==> config.mk <==
export PLATFORM = sky130hd
export DESIGN_NAME = divisor_sequencial
export DESIGN_NICKNAME = d
export VERILOG_FILES = /design/src/rtl/divisor_sequencial_pkg.sv /design/src/rtl/divisor_sequencial_subtrator8bits.sv /design/src/rtl/divisor_sequencial.sv
export SDC_FILE = /design/constraint.sdc
export NUM_CORES = 1
export LEC_CHECK = 0
export CORE_AREA = 2 2 72 101
export DETAILED_ROUTE_END_ITERATION = 10
export DIE_AREA = 0 0 74 103
export PLACE_DENSITY = 0.55
export SETUP_SLACK_MARGIN = 0.15
export SYNTH_ARGS = -nofsm -noshare
export SYNTH_HDL_FRONTEND = slang
export SYNTH_SLANG_ARGS = --single-unit
export TNS_END_PERCENT = 20
==> constraint.sdc <==
create_clock -name clk -period 9.9 [get_ports clk]
set_input_delay 1.98 -clock clk [delete_from_list [all_inputs] [get_ports clk]]
set_output_delay 1.98 -clock clk [all_outputs]
set_load 0.01 [all_outputs]
==> src/rtl/divisor_sequencial_pkg.sv <==
// Shared constants and state encoding for the sequential restoring divider.
package divisor_sequencial_pkg;

    localparam int N_BITS = 8;
    localparam logic [7:0] DIV0_QUOC = 8'hFF;

    typedef enum logic [1:0] {
        ST_IDLE = 2'd0,
        ST_CALC = 2'd1,
        ST_DONE = 2'd2
    } state_t;

endpackage

==> src/rtl/divisor_sequencial_subtrator8bits.sv <==
// 8-bit ripple-borrow subtractor (S = A - B - Bin) built from full-subtractor cells.
module subtratorCompleto (
    input  logic a,
    input  logic b,
    input  logic bin,
    output logic s,
    output logic bout
);

    assign s    = a ^ b ^ bin;
    assign bout = (~a & b) | (~(a ^ b) & bin);

endmodule

module subtrator8bits (
    input  logic [7:0] a,
    input  logic [7:0] b,
    input  logic       bin,
    output logic [7:0] s,
    output logic       bout
);

    logic [8:0] borrow;

    assign borrow[0] = bin;
    assign bout      = borrow[8];

    for (genvar i = 0; i < 8; i++) begin : g_cell
        subtratorCompleto u_cell (
            .a    (a[i]),
            .b    (b[i]),
            .bin  (borrow[i]),
            .s    (s[i]),
            .bout (borrow[i+1])
        );
    end

endmodule

==> src/rtl/divisor_sequencial.sv <==
// Sequential 8-bit unsigned restoring divider: one quotient bit per clock through
// a shared ripple subtractor, with start/busy/done handshake and divide-by-zero flag.
module divisor_sequencial #(
    parameter int N_BITS = divisor_sequencial_pkg::N_BITS
) (
    input  logic              clk,
    input  logic              rst,
    input  logic              start,
    input  logic [N_BITS-1:0] dividendo,
    input  logic [N_BITS-1:0] divisor,
    output logic [N_BITS-1:0] quociente,
    output logic [N_BITS-1:0] resto,
    output logic              busy,
    output logic              done,
    output logic              div_zero
);

    import divisor_sequencial_pkg::*;

    localparam int CW = $clog2(N_BITS);
    localparam logic [CW-1:0] CNT_LAST = CW'(N_BITS - 1);

    state_t state, state_nxt;

    logic [N_BITS-1:0] d_reg, q_reg, r_reg;
    logic [CW-1:0]     cnt;

    logic [N_BITS-1:0] rs, diff, r_nxt, q_nxt;
    logic              bout, qbit;

    // Shift the next dividend bit into the partial remainder, then try to subtract D.
    assign rs = {r_reg[N_BITS-2:0], q_reg[N_BITS-1]};

    subtrator8bits u_sub (
        .a    (rs),
        .b    (d_reg),
        .bin  (1'b0),
        .s    (diff),
        .bout (bout)
    );

    // The bit shifted out of R is a ninth remainder bit; when set, Rs >= D even
    // though the 8-bit subtraction borrows, and the wrapped difference is exact.
    assign qbit  = r_reg[N_BITS-1] | ~bout;
    assign r_nxt = qbit ? diff : rs;
    assign q_nxt = {q_reg[N_BITS-2:0], qbit};

    assign busy = (state == ST_CALC);
    assign done = (state == ST_DONE);

    always_comb begin
        state_nxt = state;
        unique case (state)
            ST_IDLE: if (start) state_nxt = (divisor == '0) ? ST_DONE : ST_CALC;
            ST_CALC: if (cnt == CNT_LAST) state_nxt = ST_DONE;
            ST_DONE: state_nxt = ST_IDLE;
            default: state_nxt = ST_IDLE;
        endcase
    end

    always_ff @(posedge clk or posedge rst) begin
        if (rst) state <= ST_IDLE;
        else     state <= state_nxt;
    end

    always_ff @(posedge clk or posedge rst) begin
        if (rst) begin
            d_reg     <= '0;
            q_reg     <= '0;
            r_reg     <= '0;
            cnt       <= '0;
            quociente <= '0;
            resto     <= '0;
            div_zero  <= 1'b0;
        end else begin
            unique case (state)
                ST_IDLE: begin
                    if (start) begin
                        if (divisor == '0) begin
                            quociente <= DIV0_QUOC;
                            resto     <= dividendo;
                            div_zero  <= 1'b1;
                        end else begin
                            d_reg <= divisor;
                            q_reg <= dividendo;
                            r_reg <= '0;
                            cnt   <= '0;
                        end
                    end
                end
                ST_CALC: begin
                    q_reg <= q_nxt;
                    r_reg <= r_nxt;
                    cnt   <= cnt + 1'b1;
                    // Published results change only on the final iteration.
                    if (cnt == CNT_LAST) begin
                        quociente <= q_nxt;
                        resto     <= r_nxt;
                        div_zero  <= 1'b0;
                    end
                end
                default: ;
            endcase
        end
    end

endmodule

After elaboration in Yosys (flattened, before gate mapping)
Index checks and enable logic that the tools add are counted.

storage, ports and cells
  register bits = 46
  output and inout port bits = 19
  word-level logic and storage cells = 104

cells by class
  $add $sub $neg = 1
  equality and inequality tests = 7
  mux-type cells = 26
  bitwise operators = 55
  reductions and logical operators = 7

operators by type and width
  operator             number
  $mux 8               11
  $pmux 8 s2           4
  $not 1->1            17
  $and 1x1->1          15
  $xor 1x1->1          15
  $logic_not 8->1      1
  $or 1x1->1           8
  $mux 2               3
  $mux 3               2
  $ne 2x2->1 const B   3
  $pmux 3 s2           1
  $reduce_and 3->1     2
  $pmux 2 s2           1
  $reduce_and 4->1     1
  $add 3x1->3 const B  1
  $eq 3x3->1 const B   1
  $mux 1               3
  $eq 2x1->1 const B   1
  $eq 2x2->1 const B   1
  $logic_not 2->1      1
  $ne 2x1->1 const B   1
  $pmux 1 s2           1
  $reduce_and 2->1     1
  $reduce_bool 2->1    1

Logic depth before layout (Yosys ltp)
  depth after elaboration = 21
  gate-level depth with buffers = 14

Cells and area by module
Synthesis repeated with hierarchy kept, for this count alone.

second synthesis, totals
  cell total of the unflattened synthesis = 204
  area, all modules = 2412.3 um2

by module, submodules not included
  module                                          instances  cells each  area an instance (um2)
  divisor_sequencial                              1          173         2165.8
  subtratorCompleto (u_sub.g_cell[0].u_cell ...)  7          4           31.3
  subtratorCompleto (u_sub.g_cell[7].u_cell)      1          3           27.5

Worst setup path after synthesis
OpenSTA, ideal clock, no wires.

  path type = reg2reg
  from = reg q_reg[7]
  to = reg resto[1]
  arrival time = 4630 ps
  required time = 9775 ps
  path slack = 5146 ps
  stages on the path, launching flop included = 15
  path buffers = 1
  cell sequence = dfrtp_1 inv_1 ha_1 fa_1 fa_1 fa_1 fa_1 fa_1 fa_1 fa_1 nand2b_1 clkbuf_1 and2_1 o31ai_1 mux2_2

between the ends
  word-level cells in the longest chain between the ends = 21
  elaborated cells between the ends (all ways) = 22
  classes of those cells = mux (3); bitwise (19)

RTL lines
  element                 RTL line                                 RTL
  start, declared         divisor_sequencial.sv:25                 logic [N_BITS-1:0] d_reg, q_reg, r_reg;
  start signal, assigned  divisor_sequencial.sv:85                 q_reg <= dividendo;
  start signal, assigned  divisor_sequencial.sv:92                 q_reg <= q_nxt;
  $not 1->1 (*)           divisor_sequencial_subtrator8bits.sv:11  assign bout = (~a & b) | (~(a ^ b) & bin);
  $and 1x1->1 (*)         divisor_sequencial_subtrator8bits.sv:11
  $and 1x1->1             divisor_sequencial_subtrator8bits.sv:11
  $or 1x1->1              divisor_sequencial_subtrator8bits.sv:11
  $and 1x1->1             divisor_sequencial_subtrator8bits.sv:11
  $or 1x1->1              divisor_sequencial_subtrator8bits.sv:11
  $and 1x1->1             divisor_sequencial_subtrator8bits.sv:11
  $or 1x1->1              divisor_sequencial_subtrator8bits.sv:11
  [5 not listed]          n/a
  $or 1x1->1              divisor_sequencial_subtrator8bits.sv:11
  $and 1x1->1             divisor_sequencial_subtrator8bits.sv:11
  $or 1x1->1              divisor_sequencial_subtrator8bits.sv:11
  $not 1->1               divisor_sequencial.sv:44                 assign qbit = r_reg[N_BITS-1] | ~bout;
  $or 1x1->1              divisor_sequencial.sv:44
  $mux 8 (*)              divisor_sequencial.sv:45                 assign r_nxt = qbit ? diff : rs;
  $mux 8 (*)              divisor_sequencial.sv:96                 if (cnt == CNT_LAST) begin
  $pmux 8 s2 (*)          divisor_sequencial.sv:76                 unique case (state)
  end signal, assigned    divisor_sequencial.sv:81                 resto <= dividendo;
  end signal, assigned    divisor_sequencial.sv:98                 resto <= r_nxt;
  end, declared           divisor_sequencial.sv:12                 output logic [N_BITS-1:0] resto,

Mark *: on every way between the ends. The rest lies on a longest branch, timed or not. The select of a mux whose other input is x is not followed.
A chain may end at the register's enable or synchronous reset.

Worst setup path after layout
  from = reg q_reg[7]
  to = reg resto[4]

between the ends
  word-level cells in the longest chain between the ends = 21
  elaborated cells between the ends (all ways) = 22
  classes of those cells = mux (3); bitwise (19)

RTL lines
  element                        RTL line
  $not 1->1 (*)                  divisor_sequencial_subtrator8bits.sv:11
  $and 1x1->1 (*) (2 in series)  divisor_sequencial_subtrator8bits.sv:11
  $or 1x1->1 (*)                 divisor_sequencial_subtrator8bits.sv:11
  $and 1x1->1 (*)                divisor_sequencial_subtrator8bits.sv:11
  $or 1x1->1 (*)                 divisor_sequencial_subtrator8bits.sv:11
  $and 1x1->1 (*)                divisor_sequencial_subtrator8bits.sv:11
  $or 1x1->1 (*)                 divisor_sequencial_subtrator8bits.sv:11
  $and 1x1->1                    divisor_sequencial_subtrator8bits.sv:11
  [4 not listed]                 n/a
  $or 1x1->1                     divisor_sequencial_subtrator8bits.sv:11
  $and 1x1->1                    divisor_sequencial_subtrator8bits.sv:11
  $or 1x1->1                     divisor_sequencial_subtrator8bits.sv:11
  $not 1->1                      divisor_sequencial.sv:44
  $or 1x1->1                     divisor_sequencial.sv:44
  $mux 8 (*)                     divisor_sequencial.sv:45
  $mux 8 (*)                     divisor_sequencial.sv:96
  $pmux 8 s2 (*)                 divisor_sequencial.sv:76

Marks and branches as above.

==> metrics.log <==
INFO  metric run_status = complete, no violations
INFO  metric worst_setup_path_end_kind = flop
INFO  metric critical_path.max_fanout = 15
INFO  metric final_cell_area = 0.00283 mm²
INFO  metric grt_first_pass_wirelength = 7940 µm
INFO  metric postSynthRegisterBits = between 40 and 50
INFO  metric synth_warnings = 0
INFO  metric holdBufCountCts = 0
INFO  metric cts_post_setup_buffers_inserted = 0
INFO  metric yosysTopAreaCell = sky130_fd_sc_hd__dfrtp_1
INFO  metric post_synth.cell_area_avg = 11.4 µm²
INFO  metric antenna_violations_before_repair = 0
INFO  metric largest_net_degree_at_the_start_of_global_routing = 47
INFO  metric wirelength = 4710 µm
INFO  metric vias_per_cell = 4.75
INFO  metric cts_repair_resize_count = 0
INFO  metric grt_overflow_total = 0
INFO  metric netlist_area = between 0.002 and 0.0025 mm²
INFO  metric final_period_minus_worst_setup_slack = 4.95 ns
INFO  metric grt_util_overall = 13.6%
INFO  metric tritoncts = done
INFO  metric detail-route-antenna-nets = 0
INFO  metric hold_viol = 0
INFO  metric final.hold.worst_slack = 0.497 ns
INFO  metric antenna_cells_inserted = 0
INFO  metric synthDominantCellAreaShare = 50.3%
INFO  metric ir_drop = between 100 and 150 µV
INFO  metric critical_path_class = reg2reg
INFO  metric dominant_cell_by_count_in_the_synthesized_netlist = sky130_fd_sc_hd__dfrtp_1
INFO  metric design.final.nets = 265
INFO  metric finalNonFillerCells = 332
INFO  metric grt_pass1_vias = 1,633
INFO  metric clock_skew = 0.00853 ns
INFO  metric remaining_drc_errors = 0
INFO  metric total_switching_power = 378 µW
INFO  metric cts_max_path_buffers = 2
INFO  metric dp.final_hpwl = roughly 3500 µm
INFO  metric number_of_flops_mapped_to_enable_cells_by_yosys = 0
INFO  metric place.gp.congestion = 0.845
INFO  metric grt_setup_unrepaired = no
INFO  metric critical_path_arrival = slightly above 5 ns
INFO  metric setup.worst_path.start_class = flop
INFO  metric multiInputGateArea = 0.00101 mm²
INFO  metric crit_required = 10.08 ns
INFO  metric placementRows = 36
INFO  metric postLayoutCoreUtil = 41.6%
INFO  metric post-place-cells = about 320
INFO  metric pwr_density_cell = 348 mW/mm²
INFO  metric io-pin-count = 38
INFO  metric fin_setup_tns = 0 ns
INFO  metric relSlewSlack = 36.6%
INFO  metric floorplan.die.width = 74 µm
INFO  metric synthDistinctLibCells = 33
INFO  metric syn2layout_area_growth = 23.4%
INFO  metric setup-violations-final = 0
INFO  metric fp.dieArea = 0.00762 mm²
INFO  metric cell_internal_pwr = 606 µW
INFO  metric clock_sinks = 46
INFO  metric dr_total_vias = 1,578
INFO  metric seq_power_share = 34.9%
INFO  metric detailedRoute.firstIterationViolations = 81
INFO  metric io_buffers = 37
INFO  metric slew_at_the_pin_with_the_worst_max_slew_slack = 0.952 ns
INFO  metric synth.cells.most_frequent = sky130_fd_sc_hd__dfrtp_1 (46), sky130_fd_sc_hd__mux2_2 (22), sky130_fd_sc_hd__nand2_1 (22)
INFO  metric numCtsBuffers = 5
INFO  metric relative_contribution_of_the_clock_network_to_total_power = 12.2%
INFO  metric leakage = 0.00125 µW
INFO  metric placedInstanceArea = approximately 0.0027 mm²
INFO  metric period_share = 50.0%
INFO  metric switching_share = 38.4%
INFO  metric synth_area_leaders = sky130_fd_sc_hd__dfrtp_1 (50%), sky130_fd_sc_hd__mux2_2 (11%), sky130_fd_sc_hd__fa_1 (6.1%)
INFO  metric slew_viol_final = 0
INFO  metric drive_above_1_share = about 16%
INFO  metric drtPass1Iterations = 4
INFO  metric synth_async_sr_flop_share = 100%
INFO  metric power.combinational.fraction = 53.0%
INFO  metric fmaxAchievable = 202 MHz
INFO  metric initial_core_util = 33.7%
INFO  metric clock_insertion_delay_worst_skew = 0.30 ns
INFO  metric die_boundary_height = between 100 and 150 µm
INFO  metric cts-root-buf = sky130_fd_sc_hd__clkbuf_8
INFO  metric cts.clk_slew.worst_paths = 0.09 ns
INFO  metric max_cap_viol_count = 0
INFO  metric drt-wirelength-per-cell = around 14 µm
INFO  metric synthCells = 200
INFO  metric regArea = 0.00115 mm²
INFO  metric cts-htree-levels = 2
INFO  metric core_region_area = a little under 0.007 mm²
INFO  metric synth_fp_nets = 229
INFO  metric fill_cells = 650
INFO  metric ys_seq_area_share = about half
INFO  metric ys_dominant_reg_cell = sky130_fd_sc_hd__dfrtp_1
INFO  metric min-delay-path-class = reg2reg
[power groups by stage]
stage	combinational (µW)	clock, µW	sequential [µW]
after global placement	525	0	345
after CTS	533	124	343
after global routing	589	129	355
after detailed placement	533	0	346
after floorplan	369	0	344
final	521	120	343
[path summary, 6_finish.rpt]
kind,from,to,slack (ns),cells past startpoint
worst min register to register,cnt[0]$_DFFE_PP0P_,cnt[0]$_DFFE_PP0P_,0.50,1
min in group asynchronous,rst,quociente[5]$_DFFE_PP0P_,2.13,3
max in group asynchronous,rst,resto[6]$_DFFE_PP0P_,7.36,3
worst min-delay path,cnt[0]$_DFFE_PP0P_,cnt[0]$_DFFE_PP0P_,0.50,1
worst max-delay path,q_reg[7]$_DFFE_PP0P_,resto[4]$_DFFE_PP0P_,4.95,13
worst max register to register,q_reg[7]$_DFFE_PP0P_,resto[4]$_DFFE_PP0P_,4.95,13
[layer usage]
layer	vias up	routed length [µm]	GRT usage, %
met5	-	0	0
met3	13	201	2.83
met4	0	146	6.71
met1	770	2070	17.5
met2	39	2300	21.7
li1	756	-	-
[critical path, cell delays in order (launching register included)]
cell	delay, ns
sky130_fd_sc_hd__dfrtp_1	0.37
sky130_fd_sc_hd__inv_1	0.05
sky130_fd_sc_hd__ha_1	0.21
sky130_fd_sc_hd__fa_1	0.45
sky130_fd_sc_hd__fa_1	0.46
sky130_fd_sc_hd__fa_1	0.46
sky130_fd_sc_hd__fa_1	0.47
sky130_fd_sc_hd__fa_1	0.46
sky130_fd_sc_hd__fa_1	0.46
sky130_fd_sc_hd__fa_1	0.48
sky130_fd_sc_hd__nand2b_1	0.37
sky130_fd_sc_hd__and2_1	0.22
sky130_fd_sc_hd__o31ai_1	0.08
sky130_fd_sc_hd__mux2_2	0.30
[final cells by class]
type / count / share of cell area (%)
Sequential cell: 46 / 40.7
Multi-Input combinational cell: 124 / 35.7
Timing Repair Buffer: 38 / 13.4
Tap cell: 95 / 4.21
Clock buffer: 7 / 3.05
Inverter: 21 / 2.79
Clock inverter: 1 / 0.177
[metrics by stage]
stage | setup slack [ns] | total power, µW
3_3_place_gp | 4.96 | 869
5_1_grt | 4.69 | 1070
2_1_floorplan | 5.15 | 713
3_5_place_dp | 4.91 | 879
4_1_cts | 4.89 | 1000
6_report | 4.95 | 983
[cells by family (layout without fill, tap and decap cells)]
kind of cell	after synthesis	after routing	synth area share [%]
adders and majority gates	10	10	7.76
muxes	25	25	12.6
and+or+nand+nor	55	55	12.1
AOI/OAI and AO/OA	34	34	11.6
DFF	46	46	50.3
buffers and inverters	30	67	5.68
[cell usage in the layout (no fill, tap or decap), types with 2 or more instances in the layout]
cell type / count
sky130_fd_sc_hd__clkinv_1: 2
sky130_fd_sc_hd__and2_1: 7
sky130_fd_sc_hd__a21oi_1: 9
sky130_fd_sc_hd__or4_4: 2
sky130_fd_sc_hd__clkdlybuf4s50_1: 37
sky130_fd_sc_hd__inv_1: 19
sky130_fd_sc_hd__nand2b_1: 2
sky130_fd_sc_hd__clkbuf_8: 6
sky130_fd_sc_hd__nand2_1: 22
sky130_fd_sc_hd__nor2_1: 9
sky130_fd_sc_hd__ha_1: 3
sky130_fd_sc_hd__dfrtp_1: 46
sky130_fd_sc_hd__fa_1: 7
sky130_fd_sc_hd__a22o_1: 3
sky130_fd_sc_hd__mux2_4: 2
sky130_fd_sc_hd__o31ai_1: 7
sky130_fd_sc_hd__nor4_1: 7
sky130_fd_sc_hd__nor3b_1: 2
sky130_fd_sc_hd__o32ai_1: 7
sky130_fd_sc_hd__nor2b_1: 2
sky130_fd_sc_hd__mux2_2: 22
Power figures use the tool's default switching activity.
